**src/rtl/board_play.sv**
```systemverilog
// board_play: lights-out play engine for a 3x4 grid.
//
// A board pattern from the generator is latched on a load pulse. Each move
// toggles the selected cell and its orthogonal neighbours and counts toward
// a move budget. A round ends in WIN when every cell is clear, or in LOSE
// when the budget is used up.
//
// Ports:
//   clk      divided game clock; all logic runs on its rising edge
//   rst_n    synchronous, active-low reset
//   board    puzzle pattern; bit i is cell i (row i/4, column i%4)
//   load     one-cycle pulse: latch board and start a round
//   enable   start switch level; moves are ignored while low
//   sel      selected cell index, 0..11
//   go_flag  one-cycle move pulse
//   cells    current board state (drives the LEDs)
//   moves    moves made this round
//   playing  high while a round is in progress
//   win      high once the board has been cleared
//   lose     high once the move budget is exhausted
module board_play #(
   parameter int MAX_MOVES = 31
) (
   input  logic        clk,
   input  logic        rst_n,
   input  logic [11:0] board,
   input  logic        load,
   input  logic        enable,
   input  logic [3:0]  sel,
   input  logic        go_flag,
   output logic [11:0] cells,
   output logic [7:0]  moves,
   output logic        playing,
   output logic        win,
   output logic        lose
);

   typedef enum logic [1:0] {IDLE, PLAY, WIN, LOSE} state_t;

   state_t      state_q, state_d;
   logic [11:0] cells_q, cells_d;
   logic [7:0]  moves_q, moves_d;
   logic        move_ok;

   // Toggle pattern for a cell: itself plus whichever neighbours exist.
   // Neighbours never wrap across a row end or a grid edge.
   function automatic logic [11:0] move_mask(input logic [3:0] s);
      logic [11:0] m;
      logic [1:0]  row;
      logic [1:0]  col;
      m   = '0;
      row = s[3:2];
      col = s[1:0];
      if (s <= 4'd11) begin
         m[s] = 1'b1;
         if (row != 2'd0) m[4'(s - 4'd4)] = 1'b1;
         if (row <  2'd2) m[4'(s + 4'd4)] = 1'b1;
         if (col != 2'd0) m[4'(s - 4'd1)] = 1'b1;
         if (col != 2'd3) m[4'(s + 4'd1)] = 1'b1;
      end
      return m;
   endfunction

   // Move counter increment that sticks at the top of its range.
   function automatic logic [7:0] sat_inc(input logic [7:0] m);
      return (m == 8'hFF) ? m : m + 8'd1;
   endfunction

   assign move_ok = (state_q == PLAY) && go_flag && enable &&
                    (sel <= 4'd11) && !load;

   always_comb begin
      state_d = state_q;
      cells_d = cells_q;
      moves_d = moves_q;
      if (load) begin
         // A load overrides any move presented on the same edge.
         cells_d = board;
         moves_d = 8'd0;
         state_d = (board != 12'd0) ? PLAY : WIN;
      end else if (move_ok) begin
         cells_d = cells_q ^ move_mask(sel);
         moves_d = sat_inc(moves_q);
         // End-of-round is judged on the post-move values so the result
         // appears on the same edge as the move; clearing beats budget.
         if (cells_d == 12'd0)
            state_d = WIN;
         else if (moves_d == 8'(MAX_MOVES))
            state_d = LOSE;
      end
   end

   always_ff @(posedge clk) begin
      if (!rst_n) begin
         state_q <= IDLE;
         cells_q <= '0;
         moves_q <= '0;
      end else begin
         state_q <= state_d;
         cells_q <= cells_d;
         moves_q <= moves_d;
      end
   end

   assign cells   = cells_q;
   assign moves   = moves_q;
   assign playing = (state_q == PLAY);
   assign win     = (state_q == WIN);
   assign lose    = (state_q == LOSE);

endmodule

```
**config.mk**
```make
export PLATFORM = sky130hd
export DESIGN_NAME = board_play
export DESIGN_NICKNAME = d
export VERILOG_FILES = /design/src/rtl/board_play.sv
export SDC_FILE = /design/constraint.sdc
export NUM_CORES = 1
export LEC_CHECK = 0
export ABC_AREA = 1
export BUFFER_PORTS_ARGS = -buffer_cell sky130_fd_sc_hd__buf_2
export CORE_ASPECT_RATIO = 0.5
export CORE_MARGIN = 3
export CORE_UTILIZATION = 52
export CTS_CLUSTER_SIZE = 25
export DETAILED_ROUTE_END_ITERATION = 8
export GPL_ROUTABILITY_DRIVEN = 0
export PLACE_DENSITY = 0.91
export SLEW_MARGIN = 5
export SYNTH_ARGS = -nofsm -noshare
export SYNTH_HDL_FRONTEND = slang
export SYNTH_SLANG_ARGS = --single-unit
```
**constraint.sdc**
```tcl
create_clock -name clk -period 2.05 [get_ports clk]
set_input_delay 0.3075 -clock clk [delete_from_list [all_inputs] [get_ports clk]]
set_output_delay 0.3075 -clock clk [all_outputs]
set_load 0.05 [all_outputs]
```
Word level (Yosys, flattened, before mapping)

Index checks and enable logic that the tools add are counted.

Register bits after elaboration: 22
Input port bits: 21
Output and inout port bits: 23
Word-level logic and storage cells: 84

Add/sub/neg operators: 5
Magnitude comparators: 12
Equality and inequality tests: 6
Muxes and demuxes: 34
Bitwise gates (word level): 6
Reduce and logical (&&, ||, !) cells: 18

Operators with widths:

| cell                                                              | count |
|---|---|
| two-way mux 12 bit                                                | 18 |
| bitwise OR 12 bit                                                 | 4 |
| less-than comparator 4 x 5 -> 1 bit, second input constant        | 5 |
| demux 1 bit (select 4 bit)                                        | 5 |
| greater-or-equal comparator 4 x 1 -> 1 bit, second input constant | 5 |
| logical NOT 12 bit                                                | 1 |
| nonzero test 12 bit                                               | 1 |
| bitwise XOR 12 bit                                                | 1 |
| two-way mux 2 bit                                                 | 5 |
| logical AND 1 bit                                                 | 9 |
| adder 8 x 1 -> 8 bit, second input constant                       | 1 |
| == test 8 x 5 -> 1 bit, second input constant                     | 1 |
| == test 8 bit, second input constant                              | 1 |
| two-way mux 8 bit                                                 | 1 |
| nonzero test 2 bit                                                | 3 |
| two-way mux 1 bit                                                 | 5 |
| adder 4 x 1 -> 4 bit, second input constant                       | 1 |
| adder 4 x 3 -> 4 bit, second input constant                       | 1 |
| == test 2 bit, second input constant                              | 2 |
| less-or-equal comparator 4 bit, second input constant             | 1 |
| subtractor 4 x 1 -> 4 bit, second input constant                  | 1 |
| subtractor 4 x 3 -> 4 bit, second input constant                  | 1 |
| nonzero test 3 bit                                                | 1 |
| == test 2 x 1 -> 1 bit, second input constant                     | 1 |
| 6 further kinds                                                   | 6 |

Logic depth before layout (Yosys ltp)

Gate-level depths: netlist (run 1).

Depth after elaboration: 30
Mapped depth: 16
Gate-level depth less buffers: 15

Worst setup path before layout (run 1)

OpenSTA, ideal clock, no wires.

Path kind: register -> register
Start: reg state_q[0]
End: reg cells_q[10], in the netlist cells[10]
Library setup time: 74 ps
Arrival: 2004 ps
Required time: 1976 ps
Slack: -28 ps
Stages on the path, launching flop included: 8
Path buffers: 1
Clock period less this slack: 2078 ps
Cells stage by stage: dfxtp_1 > inv_1 > nor2_1 > nand4_1 > nor2_2 > buf_2 > nand2_1 > a31oi_1

Cells in the longest elaborated chain, start to end: 6

RTL lines:

| element                             | RTL line | RTL |
|---|---|---|
| from (decl)                         | 40       | `state_t state_q, state_d;` |
| from (signal assigned)              | 99       | `state_q <= state_d;` |
| == test 2 x 1 -> 1 bit              | --       |  |
| net playing                         | 33       | `output logic playing,` |
| logical AND 1 bit (3 in a row)      | 69       | `assign move_ok = (state_q == PLAY) && go_flag && enable &&` |
| logical AND 1 bit                   | 70       | `(sel <= 4'd11) && !load;` |
| nonzero test 2 bit (no source line) | --       |  |
| to (signal assigned)                | 100      | `cells_q <= cells_d;` |
| to (decl)                           | 41       | `logic [11:0] cells_q, cells_d;` |

The timed path passes the listed nets, and every way through them passes these cells.
A chain may end at the register's enable or synchronous reset.

Worst setup path in the final report (run 1)

Start: reg moves_q[1], in the netlist moves[1]
End: reg state_q[0]

Cells in the longest elaborated chain, start to end: 5
Elaborated cells on any way between the ends: 6
Classes of those cells: 1 x add/sub; 2 x eq/ne; 1 x mux; 2 x reduce/logical

RTL lines:

| element                                               | RTL line | RTL |
|---|---|---|
| from (decl)                                           | 42       | `logic [7:0] moves_q, moves_d;` |
| from (signal assigned)                                | 101      | `moves_q <= moves_d;` |
| adder 8 x 1 -> 8 bit or == test 8 bit (tied branches) | 66       | `return (m == 8'hFF) ? m : m + 8'd1;` |
| two-way mux 8 bit *                                   | 66       |  |
| == test 8 x 5 -> 1 bit *                              | 88       | `else if (moves_d == 8'(MAX_MOVES))` |
| nonzero test 3 bit (no source line) *                 | --       |  |
| AND reduction 2 bit (no source line) *                | --       |  |

Every way passes the cells marked *; elsewhere a longest branch is shown, timed or not.

==> run summary, run 1 <==
==========================================================================================
Antenna violation net count after detailed routing ..........................            0
Slew @ Worst Pin ............................................................    0.4765 ns
Met3 track demand over resource in global routing ...........................       7.724%
Number of DRC markers in iteration 0 ........................................          206
Site Rows ...................................................................           13
Library cell used as clock root buffer ...................................... sky130_fd_sc_hd__clkbuf_8
R2r setup slk ...............................................................      0.25 ns
Slowest stage delay, CP .....................................................      0.39 ns
Post-route worst hold slack .................................................    0.2766 ns
Hold-fix buffer count after cts .............................................            0
Register area ...............................................................  440.4 sq um
Cell leakage power ..........................................................    0.9116 nW
Post-synth ARST share .......................................................           0%
Cell internal pwr ...........................................................  0.0006936 W
Fin cells ...................................................................          339
Data arrival, critical path .................................................      1.97 ns
FILL cells ..................................................................          240
Worst hold path stage count .................................................            3
Most frequent cells after synthesis ......................................... 81 x sky130_fd_sc_hd__nand2_1, 36 x sky130_fd_sc_hd__nor2_1, 29 x sky130_fd_sc_hd__inv_1, 22 x sky130_fd_sc_hd__dfxtp_1, 22 x sky130_fd_sc_hd__nand3_1
Ports placed on the boundary ................................................           44
Overall track demand over capacity in global routing ........................       24.38%
Max Buffers Root-to-Sink ....................................................            2
Dominant synthesized flop cell .............................................. sky130_fd_sc_hd__dfxtp_1
Antenna violations before repair ............................................            0
Cell count after placement ..................................................          335
Drt pass-1 iters ............................................................            6
Routed length per placed instance ........................................... 12.62 microns
Sequential Power Share ......................................................        43.8%
Number of buffers created by CTS ............................................            3
Crit path top cell by count ................................................. sky130_fd_sc_hd__nand2_1
Busiest grt layer ...........................................................         met2
Crit path buf inv count .....................................................            0
IO Port Bufs ................................................................           43
Total number of clock tree sinks ............................................           22
Wire length after detailed routing .......................................... 4278 microns
Clock edge transition at the registers on the reported setup and hold paths .      0.08 ns
Die Span X .................................................................. 82.75 microns
Type of element launching the critical path .................................     register
Share of the cycle needed by the critical path after routing ................       88.00%
Worst relative slew slack ...................................................       67.94%
Count of flip-flops with a built-in enable after synthesis ..................            0
Global-route wire length before repair ...................................... 6927 microns
#FFs+latches synth ..........................................................           22
Count of nets after finishing ...............................................          325
Type of the worst setup path ................................................ register to register
Portion of the post-synthesis area used by sequential elements ..............       28.76%
Cell with the most instances after synthesis ................................ sky130_fd_sc_hd__nand2_1
Maximum fanout encountered on the critical timing path ......................            5
Timing-limited maximum frequency ............................................    554.3 MHz
Via density per instance ....................................................        5.516
Worst clock skew ............................................................   0.01209 ns
Netlist area before placement ...............................................   1531 sq um
R2r worst-path depth ........................................................           12
Cells along the critical path ............................................... ha_2, nand2_1, nor2_4, nand2_1, o21ai_1, nand2_1, nor2_1, nand2_1, nand3_2, nand3_1, nor2_1, nor2_1
ANT cells ...................................................................            0
Area growth from synthesis to final layout ..................................       20.18%
Worst min-delay path class .................................................. primary input to register
Mean post-synth cell area ...................................................  5.890 sq um
Relative contribution of the clock network to total power ...................        30.8%
Max capacitance violation total .............................................            0
HPWL after DPL .............................................................. 3168 microns
Worst path slowest cell ..................................................... sky130_fd_sc_hd__dfxtp_1
Setup Buffers After CTS .....................................................            0
P_sw ........................................................................  0.0003545 W
Yosys warning total .........................................................            0
Top area cells in the synthesized netlist ................................... sky130_fd_sc_hd__dfxtp_1 29%, sky130_fd_sc_hd__nand2_1 20%, sky130_fd_sc_hd__nor2_1 8.8%
Setup violation total in the final timing report ............................            0
Number of pins with negative max-slew slack in the final report .............            0
Highest ir drop seen on vdd .................................................    0.2561 mV
Req. time, crit path ........................................................      2.21 ns
Post-synthesis instance total ...............................................          260
Sort of element at the end of the critical path .............................     register
Via count of the first global-routing pass ..................................        1,594
Count of instances resized after the clock tree is built ....................            0
DRC violation count after routing ...........................................            0
Combined area of the multi-input logic cells ................................  937.1 sq um
Number of different library cells in the post-synthesis netlist .............           26
Top delay family on crit path ............................................... simple AND/OR/NAND/NOR gates
Synthesized Nets ............................................................          282
Combinational power share ...................................................        25.4%
Ratio of total power to cell area ........................................... 569.5 nW/um^2
Depth of the critical timing path with buffers and inverters included .......           12
Starting density of the core ................................................       56.72%
Clock tree from TritonCTS ...................................................        built
Sw frac .....................................................................       33.82%
Clk_lat worst skew ..........................................................      0.27 ns
Run status .................................................................. complete, no violations
Cell type with the highest aggregate area in the netlist .................... sky130_fd_sc_hd__dfxtp_1
CTS HTree Levels ............................................................            1
Global Route met1 Usage .....................................................       30.79%
Area of the die .............................................................   3672 sq um
Synth top area share ........................................................       28.76%
Ratio of cells with drive above 1 in the final layout .......................       20.53%
Height of the chip .......................................................... 44.38 microns
Maximum number of pins on one net before global-route repair ................           19
GR Overflow Total ...........................................................            0
Min Tclk post-route .........................................................     1.804 ns
Std-Cell Core Area ..........................................................   2700 sq um
GR met2 Demand/Resource .....................................................       40.13%
Hold violation total from the final report ..................................            0
DR vias .....................................................................        1,870
==========================================================================================
## worst reg2reg max path: stages (launching register included)
cell	delay [ns]
sky130_fd_sc_hd__dfxtp_1	0.39
sky130_fd_sc_hd__ha_2	0.22
sky130_fd_sc_hd__nand2_1	0.11
sky130_fd_sc_hd__nor2_4	0.15
sky130_fd_sc_hd__nand2_1	0.15
sky130_fd_sc_hd__o21ai_1	0.14
sky130_fd_sc_hd__nand2_1	0.07
sky130_fd_sc_hd__nor2_1	0.08
sky130_fd_sc_hd__nand2_1	0.06
sky130_fd_sc_hd__nand3_2	0.08
sky130_fd_sc_hd__nand3_1	0.09
sky130_fd_sc_hd__nor2_1	0.11
sky130_fd_sc_hd__nor2_1	0.05
## layout make-up
| cell class | instances | area share, % |
|---|---|---|
| tap | 37 | 2.515 |
| clock buffer | 4 | 2.991 |
| timing repair buffer | 45 | 12.51 |
| inverter | 35 | 7.138 |
| multi-input combinational | 196 | 50.92 |
| sequential | 22 | 23.93 |
## state kept, by name (all words and copies together) (netlist names)
| signal | cells |
|---|---|
| cells | 12 |
| state_q | 2 |
| moves | 8 |
## power by group through the flow
| stage | logic [W] | registers [W] | clock network, W |
|---|---|---|---|
| floorplan | 0.000143 | 0.000518 | 0 |
| global placement | 0.000254 | 0.000468 | 0 |
| detailed placement | 0.000260 | 0.000469 | 0 |
| CTS | 0.000263 | 0.000459 | 0.000321 |
| global route | 0.000291 | 0.000462 | 0.000337 |
| finish | 0.000266 | 0.000460 | 0.000322 |
## layer usage
layer  routed length, microns  vias up
met5                        0        -
met4                       91        0
met3                      448       16
met2                     1964      107
met1                     1773      816
li1                         -      931
## kinds of logic (layout without fill, tap and decap cells)
group                    count (synthesis)  after routing  synth area share, %
AO/OA/AOI/OAI                           34             34                13.24
XOR/XNOR                                 3              3                1.716
adder cells (fa/ha/maj)                  1              1               0.8169
buffers and inverters                   42             84                11.36
flip-flops                              22             22                28.76
AND/OR/NAND/NOR                        158            158                44.12
## metrics by stage
step	area (sq um)	power, W	setup TNS [ns]	util, %	setup slack, ns
after detailed placement	1768	0.0007290	0	65.48	0.1304
after global placement	1768	0.0007225	0	65.48	0.2382
after CTS	1823	0.001043	0	67.52	0.1733
after global routing	1841	0.001090	-0.0005413	68.16	-0.0005413
final	1841	0.001048	0	68.16	0.2461
after floorplan	1534	0.0006612	0	-	0.004929
## layout by cell type (no fill, tap or decap), drive strengths merged
master  netlist  final
a31oi         9      9
nand2        83     83
inv          33     33
nand3        23     23
clkinv        2      2
ha            1      1
buf           4     45
nor2         38     38
nor4          3      3
clkbuf        3      4
o21bai        1      1
nor3          1      1
a221oi        5      5
a21oi         9      9
xor2          3      3
nand4        10     10
o21ai        10     10
dfxtp        22     22
## final timing paths
path / to / from
hold reg to reg: cells[2] / cells[2]
setup / recovery: state_q[0] / moves[1]
setup reg to reg: state_q[0] / moves[1]
hold / removal: state_q[0] / rst_n
Note: power is estimated with default switching activity, not from simulation.
==> run 2: changes to the inputs <==
Settings changed: REMOVE_ABC_BUFFERS from default to 1.
==> run 2 against run 1 <==
Compared with the run above:
- register-to-register slack got worse by 0.02 ns
- combinational power barely moved
- via count is 0.86% lower
- routed wire length fell by 4.1%
==> run summary, run 2 (synthesis results as in run 1) <==
==========================================================================================
Maximum number of pins on one net before global-route repair ................           19   unchanged
Area post-placement .........................................................   1765 sq um   -0.14%
Overall track demand over capacity in global routing ........................       22.70%   -1.7 points
Die Span X .................................................................. 82.75 microns   unchanged
Ports placed on the boundary ................................................           44   unchanged
Max reg flops ...............................................................           12   unchanged
Hold violation total from the final report ..................................            0   unchanged
GR Overflow Total ...........................................................            0   unchanged
Final Cell Area .............................................................   1823 sq um   -0.95%
Drt pass-1 iters ............................................................            6   unchanged
Worst min-delay path class .................................................. primary input to register
Height of the chip .......................................................... 44.38 microns   unchanged
Run status .................................................................. complete, no violations
Relative contribution of the clock network to total power ...................        31.1%   +0.3 points
Count of nets after finishing ...............................................          325   unchanged
RSZ-0062 raised after global routing ........................................           no
Area of the die .............................................................   3672 sq um   unchanged
Highest ir drop seen on vdd .................................................    0.3532 mV   +38%
Library cell used as clock root buffer ...................................... sky130_fd_sc_hd__clkbuf_8
Cell leakage power ..........................................................    0.9153 nW   +0.41%
Req. time, crit path ........................................................      2.19 ns   -0.02 ns
Type of element launching the critical path .................................     register
Clock tree from TritonCTS ...................................................        built
Max Buffers Root-to-Sink ....................................................            2   unchanged
Setup Buffers After CTS .....................................................            0   unchanged
Site Rows ...................................................................           13   unchanged
Setup violation total in the final timing report ............................            0   unchanged
Std-Cell Core Area ..........................................................   2700 sq um   unchanged
CTS HTree Levels ............................................................            1   unchanged
Sequential Power Share ......................................................        43.7%   about the same
Leading cell type in the layout, fill and taps excluded ..................... sky130_fd_sc_hd__nand2_1
Share of the cycle needed by the critical path after routing ................       88.81%   +0.82 points
Area growth from synthesis to final layout ..................................       19.04%
Antenna violation net count after detailed routing ..........................            0   unchanged
Number of DRC markers in iteration 0 ........................................          179   -13%
Starting density of the core ................................................       56.72%   unchanged
Total negative slack ........................................................         0 ns   unchanged
Slowest stage delay, CP .....................................................      0.40 ns   about the same
HPWL after DPL .............................................................. 3075 microns   -2.9%
Total number of clock tree sinks ............................................           22   unchanged
Slew @ Worst Pin ............................................................    0.4713 ns   -0.005130 ns
Min Tclk post-route .........................................................     1.821 ns   +0.01673 ns
Antenna violations before repair ............................................            0   unchanged
Global-route wire length before repair ...................................... 6492 microns   -6.3%
Post-route worst hold slack .................................................    0.2582 ns   -0.01836 ns
Crit path top cell by count ................................................. sky130_fd_sc_hd__nand2_1
Maximum fanout encountered on the critical timing path ......................            5   unchanged
Worst clock skew ............................................................  0.008769 ns   -0.003323 ns
Highest-count cells in the layout ignoring fill and taps .................... 81 x sky130_fd_sc_hd__nand2_1, 43 x sky130_fd_sc_hd__buf_2, 35 x sky130_fd_sc_hd__nor2_1
Cell internal pwr ...........................................................  0.0006936 W   about the same
Wire length after detailed routing .......................................... 4101 microns   -4.1%
DR vias .....................................................................        1,854   -0.86%
Worst relative slew slack ...................................................       68.54%   +0.60 points
Routed length per placed instance ........................................... 12.10 microns   -4.1%
Via density per instance ....................................................        5.469   -0.86%
DRC violation count after routing ...........................................            0   unchanged
Via count of the first global-routing pass ..................................        1,505   -5.6%
Type of the worst setup path ................................................ register to register
Number of buffers created by CTS ............................................            3   unchanged
Clock edge transition at the registers on the reported setup and hold paths .      0.09 ns   about the same
ANT cells ...................................................................            0   unchanged
Ratio of total power to cell area ........................................... 578.0 nW/um^2   +1.5%
Sw frac .....................................................................       34.17%   +0.35 points
Cells along the critical path ............................................... ha_1, nand2_1, nor2_2, nand2_1, o21ai_1, nand2_1, nor2_1, nand2_1, nand3_2, nand2_1, nand2_1, a21oi_1
P_sw ........................................................................  0.0003601 W   +1.6%
Worst path slowest cell ..................................................... sky130_fd_sc_hd__dfxtp_1
Max capacitance violation total .............................................            0   unchanged
Ratio of cells with drive above 1 in the final layout .......................       19.54%   -0.99 points
Timing-limited maximum frequency ............................................    549.3 MHz   -0.92%
Combinational power share ...................................................        25.2%   -0.2 points
Number of pins with negative max-slew slack in the final report .............            0   unchanged
IO Port Bufs ................................................................           43   unchanged
Clk_lat worst skew ..........................................................      0.28 ns   about the same
Data arrival, critical path .................................................      1.96 ns   about the same
Sort of element at the end of the critical path .............................     register
==========================================================================================
run 2: area by class of cell:
| class | instances | area [sq um] |
|---|---|---|
| timing repair buffer | 45 | 230.2 |
| clock buffer | 4 | 55.05 |
| fill | 258 | 877.1 |
| sequential | 22 | 440.4 |
| tap | 37 | 46.29 |
| multi-input combinational | 196 | 919.6 |
| inverter | 35 | 131.4 |
run 2: worst max-delay path: cells and delay by family (launching register included):
kind	cells	cell delay, ns
simple gates	9	0.88
flops	1	0.40
fa+ha+maj	1	0.21
compound gates	2	0.19
run 2: worst paths after layout:
kind | endpoint | cells after the start | slack (ns) | from
max | state_q[1] | 12 | 0.23 | moves[0]
min | state_q[0] | 3 | 0.26 | rst_n
max reg2reg | state_q[1] | 12 | 0.23 | moves[0]
min reg2reg | state_q[1] | 2 | 0.51 | state_q[1]
run 2: routing by layer:
| layer | vias to the layer above | global-route usage (%) | wire length [microns] | part of all wire (%) |
|---|---|---|---|---|
| li1 | 938 | - | - | - |
| met1 | 815 | 30.24 | 1815 | 44 |
| met2 | 91 | 38.06 | 1878 | 46 |
| met3 | 10 | 5.894 | 348 | 8.5 |
| met4 | 0 | 3.583 | 59 | 1.4 |
| met5 | - | 0 | 0 | 0 |
run 2: power groups by stage:
stage          sequential [W]  clock [W]  combinational (W)
2_1_floorplan        0.000518          0           0.000132
3_3_place_gp         0.000468          0           0.000254
3_5_place_dp         0.000469          0           0.000260
4_1_cts              0.000460   0.000331           0.000262
5_1_grt              0.000462   0.000351           0.000290
6_report             0.000460   0.000328           0.000266
run 2: timing repair:
item,4_1_cts,5_1_grt
endpoints found under the setup margin,0,2
resized for setup,0,1
hold buffers,0,0
run 2: through the flow:
| step | utilization, % | total power (W) | instances | setup WS [ns] |
|---|---|---|---|---|
| 6_report | 67.52 | 0.001054 | 339 | 0.2294 |
| 5_1_grt | 67.52 | 0.001103 | 339 | 0.002373 |
| 4_1_cts | 67.42 | 0.001052 | 339 | 0.1869 |
| 3_5_place_dp | 65.38 | 0.0007295 | 335 | 0.1467 |
| 3_3_place_gp | 65.38 | 0.0007222 | 335 | 0.2387 |
| 2_1_floorplan | - | 0.0006496 | 253 | -0.2186 |
